`src/rtl/pipeline_ctrl_pkg.sv`:
```
// Shared types and constants for the ASIP front-end pipeline sequencer.
package rsa_pipe_pkg;

  localparam int MEM_ADDR_W = 13;
  localparam int REG_W      = 4;

  localparam logic [REG_W-1:0] REG_ZERO = {REG_W{1'b0}};

  typedef enum logic [2:0] {
    ST_IDLE    = 3'd0,
    ST_RUN     = 3'd1,
    ST_FLUSH   = 3'd2,
    ST_MC_WAIT = 3'd3,
    ST_HALT    = 3'd4,
    ST_ERROR   = 3'd5
  } ctrl_state_e;

endpackage

```
`src/rtl/pipeline_ctrl_hazard_detect.sv`:
```
// Load-use hazard compare between the ID sources and the EX load destination.
module hazard_detect
  import rsa_pipe_pkg::*;
(
  input  logic [REG_W-1:0] id_rs1,
  input  logic [REG_W-1:0] id_rs2,
  input  logic             id_uses_rs2,
  input  logic             ex_is_load,
  input  logic [REG_W-1:0] ex_rd,
  output logic             load_use
);

  // A load into the hardwired-zero register never produces a hazard.
  assign load_use = ex_is_load && (ex_rd != REG_ZERO) &&
                    ((id_rs1 == ex_rd) || (id_uses_rs2 && (id_rs2 == ex_rd)));

endmodule

```
`src/rtl/pipeline_ctrl.sv`:
```
// Front-end sequencer: PC enable, branch redirect, IF/ID stall/flush, MC waits,
// halt/resume, MC timeout trap and a saturating stall-cycle counter.
module pipeline_ctrl
  import rsa_pipe_pkg::*;
#(
  parameter int MEM_ADDR     = MEM_ADDR_W,
  parameter int FLUSH_CYCLES = 2,
  parameter int MC_TIMEOUT   = 255
) (
  input  logic                clk,
  input  logic                rst,
  input  logic                start,
  input  logic                halt_req,
  input  logic [REG_W-1:0]    id_rs1,
  input  logic [REG_W-1:0]    id_rs2,
  input  logic                id_uses_rs2,
  input  logic                ex_is_load,
  input  logic [REG_W-1:0]    ex_rd,
  input  logic                ex_branch_taken,
  input  logic [MEM_ADDR-1:0] ex_branch_target,
  input  logic                mc_start,
  input  logic                mc_done,
  output logic                pc_enable,
  output logic                branch_taken,
  output logic [MEM_ADDR-1:0] jump_address,
  output logic                ifid_stall,
  output logic                ifid_flush,
  output logic                idex_bubble,
  output logic                mc_timeout,
  output logic [2:0]          state_o,
  output logic [15:0]         stall_cycles
);

  localparam bit         FLUSH_SINGLE = (FLUSH_CYCLES <= 1);
  localparam logic [7:0] FLUSH_RELOAD = 8'(FLUSH_CYCLES - 1);
  localparam logic [8:0] MC_LIMIT     = 9'(MC_TIMEOUT);

  ctrl_state_e state_q, state_d;
  logic [7:0]  flush_cnt_q, flush_cnt_d;
  logic [7:0]  mc_cnt_q, mc_cnt_d;
  logic [15:0] stall_q, stall_d;

  logic                load_use_s;
  logic                pc_en_s, bt_s, stall_s, flush_s, bubble_s, timeout_s;
  logic [MEM_ADDR-1:0] ja_s;
  logic [8:0]          mc_next_s;

  hazard_detect u_hazard (
    .id_rs1      (id_rs1),
    .id_rs2      (id_rs2),
    .id_uses_rs2 (id_uses_rs2),
    .ex_is_load  (ex_is_load),
    .ex_rd       (ex_rd),
    .load_use    (load_use_s)
  );

  assign mc_next_s = {1'b0, mc_cnt_q} + 9'd1;

  // Next-state, counter and raw control-output decode.
  always_comb begin
    state_d     = state_q;
    flush_cnt_d = flush_cnt_q;
    mc_cnt_d    = mc_cnt_q;
    pc_en_s     = 1'b0;
    bt_s        = 1'b0;
    ja_s        = {MEM_ADDR{1'b0}};
    stall_s     = 1'b0;
    flush_s     = 1'b0;
    bubble_s    = 1'b0;
    timeout_s   = 1'b0;
    case (state_q)
      ST_IDLE, ST_HALT: begin
        flush_s = 1'b1;
        if (start) begin
          state_d = ST_RUN;
        end else begin
          state_d = state_q;
        end
      end
      ST_RUN: begin
        pc_en_s = 1'b1;
        if (ex_branch_taken) begin
          bt_s        = 1'b1;
          ja_s        = ex_branch_target;
          flush_s     = 1'b1;
          bubble_s    = 1'b1;
          flush_cnt_d = FLUSH_RELOAD;
          state_d     = FLUSH_SINGLE ? ST_RUN : ST_FLUSH;
        end else if (mc_start) begin
          pc_en_s  = 1'b0;
          stall_s  = 1'b1;
          bubble_s = 1'b1;
          mc_cnt_d = 8'd0;
          state_d  = ST_MC_WAIT;
        end else if (load_use_s) begin
          pc_en_s  = 1'b0;
          stall_s  = 1'b1;
          bubble_s = 1'b1;
        end else if (halt_req) begin
          pc_en_s = 1'b0;
          flush_s = 1'b1;
          state_d = ST_HALT;
        end else begin
          state_d = ST_RUN;
        end
      end
      ST_FLUSH: begin
        pc_en_s  = 1'b1;
        flush_s  = 1'b1;
        bubble_s = 1'b1;
        // A branch resolving during the flush window redirects and restarts it.
        if (ex_branch_taken) begin
          bt_s        = 1'b1;
          ja_s        = ex_branch_target;
          flush_cnt_d = FLUSH_RELOAD;
          state_d     = FLUSH_SINGLE ? ST_RUN : ST_FLUSH;
        end else if (flush_cnt_q <= 8'd1) begin
          flush_cnt_d = 8'd0;
          state_d     = ST_RUN;
        end else begin
          flush_cnt_d = flush_cnt_q - 8'd1;
        end
      end
      ST_MC_WAIT: begin
        stall_s  = 1'b1;
        bubble_s = 1'b1;
        if (mc_done) begin
          mc_cnt_d = 8'd0;
          state_d  = ST_RUN;
        end else if (mc_next_s >= MC_LIMIT) begin
          mc_cnt_d = mc_next_s[7:0];
          state_d  = ST_ERROR;
        end else begin
          mc_cnt_d = mc_next_s[7:0];
        end
      end
      ST_ERROR: begin
        flush_s   = 1'b1;
        timeout_s = 1'b1;
      end
      default: begin
        flush_s = 1'b1;
        state_d = ST_IDLE;
      end
    endcase
  end

  // Stall counter saturates; only cycles where the front end could have fetched count.
  always_comb begin
    stall_d = stall_q;
    if (!pc_en_s && ((state_q == ST_RUN) || (state_q == ST_MC_WAIT)) &&
        (stall_q != 16'hFFFF)) begin
      stall_d = stall_q + 16'd1;
    end else begin
      stall_d = stall_q;
    end
  end

  // State and counter registers.
  always_ff @(posedge clk or posedge rst) begin
    if (rst) begin
      state_q     <= ST_IDLE;
      flush_cnt_q <= 8'd0;
      mc_cnt_q    <= 8'd0;
      stall_q     <= 16'd0;
    end else begin
      state_q     <= state_d;
      flush_cnt_q <= flush_cnt_d;
      mc_cnt_q    <= mc_cnt_d;
      stall_q     <= stall_d;
    end
  end

  assign pc_enable    = pc_en_s & ~rst;
  assign branch_taken = bt_s & ~rst;
  assign jump_address = rst ? {MEM_ADDR{1'b0}} : ja_s;
  assign ifid_stall   = stall_s & ~rst;
  assign ifid_flush   = flush_s | rst;
  assign idex_bubble  = bubble_s & ~rst;
  assign mc_timeout   = timeout_s & ~rst;
  assign state_o      = state_q;
  assign stall_cycles = stall_q;

endmodule

```
`config.mk`:
```
export PLATFORM = sky130hd
export DESIGN_NAME = pipeline_ctrl
export DESIGN_NICKNAME = d
export VERILOG_FILES = /design/src/rtl/pipeline_ctrl_pkg.sv /design/src/rtl/pipeline_ctrl_hazard_detect.sv /design/src/rtl/pipeline_ctrl.sv
export SDC_FILE = /design/constraint.sdc
export NUM_CORES = 1
export LEC_CHECK = 0
export ABC_AREA = 1
export CAP_MARGIN = 10
export CORE_ASPECT_RATIO = 1.75
export CORE_MARGIN = 4
export CORE_UTILIZATION = 52
export DETAILED_ROUTE_END_ITERATION = 6
export GPL_TIMING_DRIVEN = 0
export PLACE_DENSITY = 0.86
export SLEW_MARGIN = 25
export SYNTH_ARGS = -nofsm -noshare
export SYNTH_HDL_FRONTEND = slang
export SYNTH_HIERARCHICAL = 1
export SYNTH_SLANG_ARGS = --single-unit
```
`constraint.sdc`:
```
create_clock -name clk -period 3.4 [get_ports clk]
set_clock_uncertainty 0.15 [all_clocks]
set_input_delay 0.34 -clock clk [delete_from_list [all_inputs] [get_ports clk]]
set_output_delay 0.34 -clock clk [all_outputs]
set_load 0.01 [all_outputs]
```
Word level (Yosys, flattened, before mapping)

Index checks and enable logic that the tools add are counted.

Register bits: 35
Bits in latches: 0
Memory bits (writable): 0
ROM bits: 0
Bits of input ports: 34
Output and inout bits: 38
Logic and storage cells: 90
Memories kept: 0

Add/sub/neg operators: 3
Multiply operators: 0
Divide/modulo/power cells: 0
Magnitude comparators: 2
Equal/unequal tests: 15
Shift-type cells: 0
Muxes and demuxes: 40
Bitwise gates (word level): 8
Reduce and logical (&&, ||, !) cells: 18

Operators with widths:

| cell                                                            | number |
|---|---|
| two-way mux 8 bit                                               | 6 |
| two-way mux 13 bit                                              | 3 |
| one-hot mux 8 bit (2 select lines)                              | 2 |
| two-way mux 3 bit                                               | 9 |
| adder 16 x 1 -> 16 bit (second input constant)                  | 1 |
| != test 16 bit (second input constant)                          | 1 |
| two-way mux 1 bit                                               | 15 |
| one-hot mux 3 bit (5 select lines)                              | 1 |
| adder 8 x 1 -> 9 bit (second input constant)                    | 1 |
| >= comparator 9 x 8 -> 1 bit (second input constant)            | 1 |
| equality test 4 bit                                             | 2 |
| less-or-equal comparator 8 x 1 -> 1 bit (second input constant) | 1 |
| != test 2 bit (second input constant)                           | 4 |
| one-hot mux 1 bit (2 select lines)                              | 4 |
| subtractor 8 x 1 -> 8 bit (second input constant)               | 1 |
| equality test 3 x 2 -> 1 bit (second input constant)            | 2 |
| equality test 3 bit (second input constant)                     | 2 |
| != test 3 bit (second input constant)                           | 2 |
| OR reduction 2 bit                                              | 3 |
| AND 1 bit                                                       | 5 |
| logical AND 1 bit                                               | 5 |
| AND reduction 5 bit                                             | 1 |
| != test 4 bit (second input constant)                           | 1 |
| nonzero test 2 bit                                              | 2 |
| other kinds (9)                                                 | 11 |

Depth between registers and ports, before layout

Word-level depth: 11
Mapped depth: 14
Mapped depth without buffers: 13

Hierarchy

Netlist, hierarchy kept.

Modules (own cells, without submodules):

| module        | times used | cells an instance | area each (µm²) | seq. area each (µm²) |
|---|---|---|---|---|
| pipeline_ctrl | 1          | 329               | 2321.0          | 875.8 |
| hazard_detect | 1          | 41                | 170.2           | 0.0 |

Worst setup path before layout

No wires, ideal clock.

Path type: input -> output
Start point: in rst
End point: out jump_address[10]
Arrival time: 1.786 ns
Required time: 2.910 ns
Path slack: 1.124 ns
Stages on the path: 4
Path buffers: 1
Cell sequence: inv_1 -> nand3_1 -> buf_2 -> nor2_1

Cells in the longest elaborated chain, start to end: 1

Ends and longest elaborated chain:

| what               | RTL line             | source |
|---|---|---|
| start: declaration | pipeline_ctrl.sv:11  | `input logic rst,` |
| two-way mux 13 bit | pipeline_ctrl.sv:176 | `assign jump_address = rst ? {MEM_ADDR{1'b0}} : ja_s;` |
| end: declaration   | pipeline_ctrl.sv:25  | `output logic [MEM_ADDR-1:0] jump_address,` |

No other way between the ends.

Final worst setup path

Start point: in ex_rd[1]
End point: out ifid_stall

Cells in the longest elaborated chain, start to end: 9
Elaborated cells on any way between the ends: 12
Classes of those cells: 2 x eq/ne; 4 x mux; 1 x bitwise; 5 x reduce/logical

Ends and longest elaborated chain:

| what                                   | RTL line                          | source |
|---|---|---|
| start: declaration                     | pipeline_ctrl.sv:18               | `input logic [REG_W-1:0] ex_rd,` |
| equality test 4 bit                    | pipeline_ctrl_hazard_detect.sv:15 | `((id_rs1 == ex_rd) \|\| (id_uses_rs2 && (id_rs2 == ex_rd)));` |
| logical AND 1 bit                      | pipeline_ctrl_hazard_detect.sv:15 |  |
| logical OR 1 bit                       | pipeline_ctrl_hazard_detect.sv:15 |  |
| logical AND 1 bit (*)                  | pipeline_ctrl_hazard_detect.sv:14 | `assign load_use = ex_is_load && (ex_rd != REG_ZERO) &&` |
| named net load_use_s                   | pipeline_ctrl.sv:43               | `logic load_use_s;` |
| two-way mux 1 bit (*)                  | pipeline_ctrl.sv:95               | `end else if (load_use_s) begin` |
| two-way mux 1 bit (*)                  | pipeline_ctrl.sv:89               | `end else if (mc_start) begin` |
| two-way mux 1 bit (*)                  | pipeline_ctrl.sv:82               | `if (ex_branch_taken) begin` |
| one-hot mux 1 bit (2 select lines) (*) | pipeline_ctrl.sv:71               | `case (state_q)` |
| AND 1 bit (*)                          | pipeline_ctrl.sv:177              | `assign ifid_stall = stall_s & ~rst;` |
| end: declaration                       | pipeline_ctrl.sv:26               | `output logic ifid_stall,` |

The timed path passes the listed nets; every way through them passes the cells marked *.

==> impl_metrics.py <==
metrics = {
    "status": {
        "status": "finished clean",
    },
    "synth": {
        "yosys.area.top_type": "sky130_fd_sc_hd__dfrtp_1",
        "synth.top_cells.by_area": "sky130_fd_sc_hd__dfrtp_1 35%, sky130_fd_sc_hd__nand2_1 13%, sky130_fd_sc_hd__inv_1 9.3%, sky130_fd_sc_hd__nand3_1 6.2%, sky130_fd_sc_hd__nor2_1 6.2%",
        "synth_common_cells": "89 x sky130_fd_sc_hd__nand2_1, 62 x sky130_fd_sc_hd__inv_1, 41 x sky130_fd_sc_hd__nor2_1",
        "yosysSeqAreaShare_pct": 35.16,
        "yosys_warnings": 6,
        "synth_seq_cells": 35,
        "synth_fp_nets": 409,
        "synth_enable_flop_cells": 0,
        "post_synth_inst_count": 370,
        "synth_most_common_cell": "sky130_fd_sc_hd__nand2_1",
        "postSynth.asyncResetShare_pct": 100.0,
        "mean_syn_cell_area_um2": 6.733,
        "ys_types": 33,
        "post-synth-top-area-fraction_pct": 35.16,
        "ys_dominant_reg_cell": "sky130_fd_sc_hd__dfrtp_1",
        "mappedNetlistArea_mm2": 0.002491,
    },
    "placed_design": {
        "dp.final_hpwl_um": 5106,
        "place_congestion": 0.8972,
        "portBuffers": 70,
    },
    "global_route": {
        "grt_pass1_vias": 2554,
        "most_heavily_used_metal_layer_in_global_routing": "met2",
        "maximum_number_of_pins_on_one_net_before_global_route_repair": 27,
        "grt_util_met3_pct": 4.545,
        "global_route_wire_length_before_repair_um": 10490,
        "gr-usage-met2_pct": 42.50,
        "overflow": 0,
        "track_usage_pct": 22.29,
        "antenna_found_initial": 0,
        "grt_util_met1_pct": 21.31,
    },
    "sta": {
        "post-route-period-util_pct": 85.70,
        "finalCriticalPeriod_ns": 2.914,
        "setup-tns-final_ns": 0,
        "finalHoldViolCount": 0,
        "achievable-frequency_mhz": 343.2,
        "timing.final.max_slew_violations": 0,
        "slew_headroom_pct": 38.90,
        "grt_setup_unrepaired": "no",
        "worst_slew_pin_slew_ns": 0.9087,
        "timing.final.setup_violations": 0,
    },
    "clocking": {
        "cts_hold_buf": 0,
        "tritoncts": "built",
        "cts.path.max_buffers": 2,
        "clock_tree.root_cell": "sky130_fd_sc_hd__clkbuf_8",
        "cts_buffers": 5,
        "ctsResizeCount": 0,
        "clkSinkCount": 35,
        "clk_pin_slew_ns": 0.07,
        "cts.repair_timing.setup_buffer_count": 0,
        "worstSkewPairLatency_ns": 0.29,
        "clock_tree.htree_level_count": 2,
    },
    "min_path": {
        "min_path_type": "input pin to async pin",
    },
    "critical_path": {
        "worst-r2r-setup-slack_ns": 1.40,
        "regToRegEndpoint": "state_o[1]",
        "start_kind": "input pin",
        "path_class": "input pin to primary output",
        "reg2reg_from": "flush_cnt_q[0]",
        "cp_max_fo": 3,
        "r2r_cells": 11,
        "worst-endpoint-arrival_ns": 2.42,
        "cp_data_required_time_ns": 2.91,
        "worstSetupEndpointType": "primary output",
    },
    "die": {
        "initial_core_util_pct": 53.39,
        "num_io_pins": 72,
        "area_of_the_core_mm2": 0.004666,
        "std_cell_rows": 33,
        "die_h_um": 99.56,
        "die-width_um": 60.32,
        "floorplan.die_area_mm2": 0.006005,
    },
    "routing": {
        "drc": 0,
        "route.detailed.vias_per_inst": 5.236,
        "final_antenna_net_count": 0,
        "detail_route.first_pass.iterations": 5,
        "routed_wirelength_um": 6356,
        "vias": 2623,
        "first_iter_violations": 68,
        "average_routed_wire_per_standard_cell_um": 12.69,
    },
    "run": {
        "cap_violations": 0,
    },
    "pwr": {
        "cellLeakagePower_uw": 0.001634,
        "cellPowerDensity_mw_per_mm2": 681.5,
        "max-vdd-ir-drop_mv": 0.4750,
    },
    "cells_and_area": {
        "layout_utilization_pct": 73.08,
        "final_nets": 487,
        "layout-drive-gt1-share_pct": 10.47,
        "syn_to_final_growth_pct": 36.87,
        "diodes": 0,
    },
}
final cells by class:
class | instances | area [um2]
Timing Repair Buffer | 71 | 720.7
Clock buffer | 6 | 72.57
Tap cell | 52 | 65.06
Multi-Input combinational cell | 257 | 1311
Clock inverter | 2 | 60.06
Fill cell | 372 | 1256
Inverter | 74 | 277.8
Sequential cell | 35 | 875.8
Buffer | 4 | 26.28
how the worst max path moves through the flow:
stage | start | to | cells after the start
2_1_floorplan | rst | jump_address[10] | 4
3_3_place_gp | rst | jump_address[8] | 6
3_5_place_dp | ex_rd[1] | ifid_stall | 10
4_1_cts | ex_rd[1] | ifid_stall | 10
5_1_grt | ex_rd[1] | ifid_stall | 10
6_report | ex_rd[1] | ifid_stall | 10
registers in the layout (all words and copies together) (netlist names):
name and flops:
flush_cnt_q 8, mc_cnt_q 8, stall_cycles 16, state_o 3
routing by layer:
metal,vias to the layer above,routed length [um]
li1,1307,-
met1,1187,2245
met2,114,3473
met3,15,496
met4,0,141
met5,-,0
layout by cell type (no fill, tap or decap), types with 2 or more instances in the layout:
cell and n:
sky130_fd_sc_hd__nor3_1 8, sky130_fd_sc_hd__o21ai_0 21, sky130_fd_sc_hd__nand3_1 31, sky130_fd_sc_hd__ha_1 5, sky130_fd_sc_hd__o21ai_1 2, sky130_fd_sc_hd__dfrtp_1 35
sky130_fd_sc_hd__xor2_1 13, sky130_fd_sc_hd__nor2_2 7, sky130_fd_sc_hd__nand2_1 89, sky130_fd_sc_hd__nand2_2 9, sky130_fd_sc_hd__inv_1 61, sky130_fd_sc_hd__nor2_1 41
sky130_fd_sc_hd__xnor2_1 2, sky130_fd_sc_hd__a21oi_1 7, sky130_fd_sc_hd__buf_2 3, sky130_fd_sc_hd__o22ai_1 5, sky130_fd_sc_hd__nor2_4 2, sky130_fd_sc_hd__o31ai_1 2
sky130_fd_sc_hd__bufinv_16 2, sky130_fd_sc_hd__clkdlybuf4s50_1 70, sky130_fd_sc_hd__inv_2 12, sky130_fd_sc_hd__nand4_1 2, sky130_fd_sc_hd__clkbuf_8 5
stage by stage:
step           hold WS (ns)  area, um2  setup slack (ns)  power [uW]  std cells
6_report             0.2680       3410            0.4861        2324        501
5_1_grt              0.3185       3410            0.3482        2484        501
4_1_cts              0.2764       3410            0.4987        2320        501
3_5_place_dp         0.3381       3277            0.5246        1869        493
3_3_place_gp         0.3279       3257           -0.3906        1826        492
2_1_floorplan        0.3055       2491             1.124        1396        370
critical path: stages:
cell	delay, ns
sky130_fd_sc_hd__clkdlybuf4s50_1	0.52
sky130_fd_sc_hd__inv_2	0.07
sky130_fd_sc_hd__nand2_1	0.06
sky130_fd_sc_hd__nand2_1	0.05
sky130_fd_sc_hd__nor2_1	0.11
sky130_fd_sc_hd__nand2_1	0.08
sky130_fd_sc_hd__a21oi_2	0.19
sky130_fd_sc_hd__o21ai_1	0.11
sky130_fd_sc_hd__a211oi_1	0.29
sky130_fd_sc_hd__clkdlybuf4s50_1	0.61
logic make-up (layout without fill, tap and decap cells):
| kind of cell | after synthesis | after routing | share of synthesized area (%) |
|---|---|---|---|
| and+or+nand+nor | 192 | 192 | 33.80 |
| AOI/OAI and AO/OA | 44 | 44 | 10.40 |
| adders and majority gates | 5 | 5 | 2.511 |
| buffers and inverters | 78 | 157 | 12.20 |
| xor gates and xnor gates | 16 | 16 | 5.927 |
| DFF | 35 | 35 | 35.16 |
report_power, final:
group | switching [uW] | leakage [uW] | internal [uW]
Combinational | 691 | 0.00112 | 504
Clock | 158 | 0.0000654 | 293
Sequential | 146 | 0.000453 | 532
Total | 995 | 0.00163 | 1330
Note: power is estimated with default switching activity, not from simulation.
